===== src/rtl/fixed_to_rgb_packer.sv =====
// Rounds and saturates signed fixed-point colour channels to RGB888, packs them and tags
// each pixel with raster coordinates. Two-stage valid/ready pipeline.
module fixed_to_rgb_packer #(
    parameter int unsigned WIDTH     = 24,
    parameter int unsigned Q_BITS    = 12,
    parameter int unsigned RGB_WIDTH = 8,
    parameter int unsigned H_RES     = 640,
    parameter int unsigned V_RES     = 480
) (
    input  logic                       clk,
    input  logic                       rst,
    input  logic                       in_valid,
    output logic                       in_ready,
    input  logic signed [WIDTH-1:0]    r_in,
    input  logic signed [WIDTH-1:0]    g_in,
    input  logic signed [WIDTH-1:0]    b_in,
    output logic                       out_valid,
    input  logic                       out_ready,
    output logic [3*RGB_WIDTH-1:0]     rgb_out,
    output logic [$clog2(H_RES)-1:0]   x_out,
    output logic [$clog2(V_RES)-1:0]   y_out,
    output logic                       eol_out,
    output logic                       eof_out,
    output logic                       sat_out
);

    localparam int unsigned XW = $clog2(H_RES);
    localparam int unsigned YW = $clog2(V_RES);
    localparam int unsigned QW = WIDTH - Q_BITS + 1;
    localparam logic [XW-1:0] XLast = XW'(H_RES - 1);
    localparam logic [YW-1:0] YLast = YW'(V_RES - 1);
    localparam logic [WIDTH:0] Half = (WIDTH + 1)'(1) << (Q_BITS - 1);
    localparam logic [QW-1:0] QMax = QW'((1 << RGB_WIDTH) - 1);

    // Returns {clamped, channel}. The sum is formed one bit wider so it cannot overflow.
    function automatic logic [RGB_WIDTH:0] round_clamp(input logic [WIDTH-1:0] v);
        logic [WIDTH:0] t;
        logic [QW-1:0]  q;
        t = {v[WIDTH-1], v} + Half;
        q = QW'(t >> Q_BITS);
        if (t[WIDTH]) begin
            return {1'b1, {RGB_WIDTH{1'b0}}};
        end else if (q > QMax) begin
            return {1'b1, {RGB_WIDTH{1'b1}}};
        end else begin
            return {1'b0, q[RGB_WIDTH-1:0]};
        end
    endfunction

    logic                   s1_valid_q, s1_valid_d;
    logic [3*RGB_WIDTH-1:0] s1_rgb_q, s1_rgb_d;
    logic                   s1_sat_q, s1_sat_d;
    logic                   out_valid_q, out_valid_d;
    logic [3*RGB_WIDTH-1:0] rgb_q, rgb_d;
    logic                   sat_q, sat_d;
    logic [XW-1:0]          x_q, x_d;
    logic [YW-1:0]          y_q, y_d;

    logic [RGB_WIDTH:0] conv_r, conv_g, conv_b;
    logic               s2_advance, s1_advance;

    always_comb begin
        conv_r = round_clamp(r_in);
        conv_g = round_clamp(g_in);
        conv_b = round_clamp(b_in);

        s2_advance = !out_valid_q || out_ready;
        s1_advance = !s1_valid_q || s2_advance;

        s1_valid_d  = s1_valid_q;
        s1_rgb_d    = s1_rgb_q;
        s1_sat_d    = s1_sat_q;
        out_valid_d = out_valid_q;
        rgb_d       = rgb_q;
        sat_d       = sat_q;
        x_d         = x_q;
        y_d         = y_q;

        if (s1_advance) begin
            s1_valid_d = in_valid;
            if (in_valid) begin
                s1_rgb_d = {conv_r[RGB_WIDTH-1:0], conv_g[RGB_WIDTH-1:0], conv_b[RGB_WIDTH-1:0]};
                s1_sat_d = conv_r[RGB_WIDTH] | conv_g[RGB_WIDTH] | conv_b[RGB_WIDTH];
            end
        end

        if (s2_advance) begin
            out_valid_d = s1_valid_q;
            if (s1_valid_q) begin
                rgb_d = s1_rgb_q;
                sat_d = s1_sat_q;
            end
        end

        // Coordinates belong to the pixel on the output, so they move only on its handshake.
        if (out_valid_q && out_ready) begin
            if (x_q == XLast) begin
                x_d = '0;
                y_d = (y_q == YLast) ? '0 : y_q + YW'(1);
            end else begin
                x_d = x_q + XW'(1);
            end
        end
    end

    always_ff @(posedge clk) begin
        if (rst) begin
            s1_valid_q  <= 1'b0;
            s1_rgb_q    <= '0;
            s1_sat_q    <= 1'b0;
            out_valid_q <= 1'b0;
            rgb_q       <= '0;
            sat_q       <= 1'b0;
            x_q         <= '0;
            y_q         <= '0;
        end else begin
            s1_valid_q  <= s1_valid_d;
            s1_rgb_q    <= s1_rgb_d;
            s1_sat_q    <= s1_sat_d;
            out_valid_q <= out_valid_d;
            rgb_q       <= rgb_d;
            sat_q       <= sat_d;
            x_q         <= x_d;
            y_q         <= y_d;
        end
    end

    assign in_ready  = s1_advance;
    assign out_valid = out_valid_q;
    assign rgb_out   = rgb_q;
    assign sat_out   = sat_q;
    assign x_out     = x_q;
    assign y_out     = y_q;
    assign eol_out   = (x_q == XLast);
    assign eof_out   = (x_q == XLast) && (y_q == YLast);

endmodule

===== config.mk =====
export PLATFORM = sky130hd
export DESIGN_NAME = fixed_to_rgb_packer
export DESIGN_NICKNAME = d
export VERILOG_FILES = /design/src/rtl/fixed_to_rgb_packer.sv
export SDC_FILE = /design/constraint.sdc
export NUM_CORES = 1
export LEC_CHECK = 0
export ABC_AREA = 1
export CORE_UTILIZATION = 40
export DETAILED_ROUTE_END_ITERATION = 10
export PLACE_DENSITY = 0.8
export SETUP_SLACK_MARGIN = 0.15
export SLEW_MARGIN = 40
export SYNTH_ARGS = -nofsm -noshare
export SYNTH_HDL_FRONTEND = slang
export SYNTH_SLANG_ARGS = --single-unit

===== constraint.sdc =====
create_clock -name clk -period 1.85 [get_ports clk]
set_input_delay 0.37 -clock clk [delete_from_list [all_inputs] [get_ports clk]]
set_output_delay 0.37 -clock clk [all_outputs]
set_load 0.005 [all_outputs]

==> impl_metrics.py <==
metrics = {
    "routing": {
        "via_per_inst": 4.82,
        "drt_iter0_markers": 150,
        "drtAntennaViolNets": 0,
        "wirelength_um": 10400,
        "drcViolationCount": 0,
        "drtPass1Iterations": 4,
        "wl_per_cell_um": 12.1,
        "vias": 4148,
    },
    "status": {
        "outcome": "finished, violations left",
        "violations": "negative setup slack",
    },
    "grt": {
        "grt_pass1_wl_um": 17000,
        "overflow": 0,
        "grt_pass1_vias": 4026,
        "antenna_found_initial": 0,
        "grtUsageTotal_pct": 20.9,
        "grt_max_degree": 32,
    },
    "synthesis": {
        "synth_nets": 639,
        "synthMostInstantiatedCell": "nand2_1",
        "syn_area_mm2": 0.00388,
        "ys_seq_area_share_pct": 36.6,
        "yosys_warnings": 0,
        "yosys.area.top_type_share_pct": 36.6,
        "synthFlopType": "dfxtp_1",
        "ys_seq_elements": 71,
        "synthArstFlopShare_pct": 0,
        "yosys.area.top_type": "dfxtp_1",
        "synthTopCellsByArea": "dfxtp_1 37%, nand2_1 14%, nor2_1 8.1%, inv_1 4.7%, nand4_1 4.5%",
        "ys_top_cells_by_count": "142 x nand2_1, 84 x nor2_1, 71 x dfxtp_1, 49 x inv_1, 34 x a21oi_1",
        "synth_cell_type_count": 34,
        "synth_edf_count": 0,
        "synth.avg_cell_area_um2": 6.96,
        "syn_inst": 558,
    },
    "clock_network": {
        "cts_tree": "done",
        "numCtsBuffers": 9,
        "cts_num_sinks": 71,
        "cts-root-buf": "clkbuf_8",
        "clk_latency_ns": 0.35,
        "holdBufCountCts": 0,
        "cts_buffer_depth": 2,
        "ctsHtreeMaxLevel": 3,
        "clkSlewWorstSetupHoldPaths_ns": 0.08,
    },
    "worst_setup_path": {
        "crit_start": "y_out[0]$_SDFFE_PP0P_",
        "endpoint_kind": "register",
        "r2r_cells": 13,
        "r2r_start": "y_out[0]$_SDFFE_PP0P_",
        "path_class": "reg -> reg",
        "required_ns": 2.08,
        "endpoint": "y_out[6]$_SDFFE_PP0P_",
        "r2r-end": "y_out[6]$_SDFFE_PP0P_",
        "cp.arrival_ns": 2.21,
        "crit_fanout": 4,
        "start_kind": "register",
        "worst-r2r-setup-slack_ns": -0.12,
    },
    "timing": {
        "max_slew.worst_pin.slew_ns": 0.426,
        "fin_ws_ns": -0.123,
        "setup_violations": 7,
        "max_freq_mhz": 507,
        "min_period_over_period_pct": 107,
        "hold_violations": 0,
        "min_period_ns": 1.97,
        "finClkSkew_ns": 0.00835,
        "rsz0062_at_grt": "yes",
        "setup_tns_ns": -0.551,
        "drv_slew": 0,
        "slew_headroom_pct": 71.6,
    },
    "finish": {
        "final_nets": 807,
        "finalCoreUtilization_pct": 62.7,
        "fillerInstances": 824,
        "stdcell_area_mm2": 0.00585,
        "drive_above_1_share_pct": 23.7,
        "multiInputGateArea_mm2": 0.00229,
        "area_growth_pct": 50.7,
        "n_antenna_cell": 0,
        "seqCellArea_mm2": 0.00144,
        "layout.cells.non_filler": 860,
    },
    "min_path": {
        "min_path_type": "reg -> reg",
    },
    "floorplan": {
        "core-area_mm2": 0.00933,
        "initial_core_util_pct": 41.6,
        "fp-row-count": 35,
        "ios": 124,
        "dieArea_mm2": 0.0101,
        "die_y_um": 101,
        "die_x_um": 101,
    },
    "power_and_ir_drop": {
        "leakage_nw": 2.57,
        "ir_worst_vdd_uv": 399,
        "power_density_mw_per_mm2": 602,
    },
    "placement": {
        "place_area_mm2": 0.00532,
        "place_congestion": 0.924,
        "dpl.hpwl_um": 7530,
        "io_buffer_count": 90,
        "dp.cells": 820,
        "dpl_worst_slack_ns": -0.144,
    },
    "flow_run": {
        "maxCapViolCount": 0,
    },
}
==> worst min-delay path by stage <==
| stage | start | to | slack (ns) | cells after the start |
|---|---|---|---|---|
| floorplan | s1_rgb_q[0]$_SDFFE_PP0P_ | s1_rgb_q[0]$_SDFFE_PP0P_ | 0.44 | 2 |
| global placement | s1_rgb_q[22]$_SDFFE_PP0P_ | s1_rgb_q[22]$_SDFFE_PP0P_ | 0.45 | 2 |
| finish | s1_rgb_q[12]$_SDFFE_PP0P_ | s1_rgb_q[12]$_SDFFE_PP0P_ | 0.47 | 2 |
| CTS | s1_rgb_q[22]$_SDFFE_PP0P_ | s1_rgb_q[22]$_SDFFE_PP0P_ | 0.46 | 2 |
| global route | s1_rgb_q[23]$_SDFFE_PP0P_ | s1_rgb_q[23]$_SDFFE_PP0P_ | 0.48 | 2 |
| detailed placement | s1_rgb_q[22]$_SDFFE_PP0P_ | s1_rgb_q[22]$_SDFFE_PP0P_ | 0.45 | 2 |
==> kinds of logic (layout without fill, tap and decap cells) <==
logic type | after synthesis | in the layout | share of synthesized area [%]
simple gates | 329 | 329 | 41.6
buf+inv | 66 | 239 | 6.83
compound gates | 74 | 74 | 10.4
xor+xnor | 13 | 13 | 2.93
fa+ha+maj | 5 | 5 | 1.61
flops | 71 | 71 | 36.6
==> power by group <==
| group | internal (mW) | switching [mW] | total (mW) | leakage (nW) |
|---|---|---|---|---|
| registers | 1.60 | 0.0392 | 1.64 | 0.588 |
| clock network | 0.641 | 0.637 | 1.28 | 0.102 |
| logic | 0.303 | 0.301 | 0.604 | 1.88 |
| total | 2.54 | 0.976 | 3.52 | 2.57 |
==> metal layers <==
layer | track usage, % | share of wire, %
met5 | 0 | 0
met3 | 3.26 | 4.8
met1 | 23.0 | 42
met2 | 39.5 | 52
met4 | 8.70 | 1.6
==> flip-flops by register name, summed over array words and instances (netlist names) <==
name,cells
out_valid,1
rgb_out,24
s1_rgb_q,24
s1_sat_q,1
s1_valid_q,1
sat_out,1
x_out,10
y_out,9
==> area by class of cell <==
type / count / area share [%]
multi-input cells: 421 / 39.1
clock buffers: 9 / 2.12
repair buffers: 170 / 26.6
clock inverters: 7 / 1.37
inverters: 53 / 3.44
flip-flops and latches: 71 / 24.6
well taps: 129 / 2.76
==> through the flow <==
step | hold slack (ns) | power (mW)
final | 0.465 | 3.52
after floorplan | 0.440 | 1.95
after global placement | 0.448 | 2.25
after global routing | 0.480 | 3.69
after CTS | 0.464 | 3.54
after detailed placement | 0.452 | 2.27
==> what timing repair did <==
item / in CTS / in global routing
gates cloned: 0 / 0
pin swaps: 11 / 11
endpoints found under the setup margin: 8 / 30
gates resized for setup: 43 / 23
setup buffers: 15 / 9
==> cell usage in the layout (no fill, tap or decap), types with 6 or more instances in the layout <==
| cell | count |
|---|---|
| xor2_1 | 9 |
| a21oi_1 | 34 |
| buf_6 | 10 |
| dfxtp_1 | 59 |
| buf_4 | 69 |
| nand2_4 | 6 |
| nor2_4 | 13 |
| nand4_1 | 28 |
| nand2_1 | 137 |
| nand2_2 | 13 |
| o21ai_0 | 31 |
| nand3_1 | 27 |
| nor2_1 | 81 |
| clkbuf_8 | 9 |
| clkdlybuf4s50_1 | 78 |
| dfxtp_2 | 11 |
| inv_1 | 47 |
| dlygate4sd2_1 | 6 |
==> critical path, stage by stage (launching register included) <==
cell and delay, ns:
dfxtp_2 0.37, ha_4 0.16, nand2_4 0.07, nor2_4 0.09
nand4_1 0.11, buf_4 0.16, buf_6 0.10, buf_6 0.10
buf_6 0.10, buf_6 0.10, buf_6 0.11, o21ai_4 0.19
buf_4 0.15, nor3_2 0.04
(Power assumes the default switching activity.)
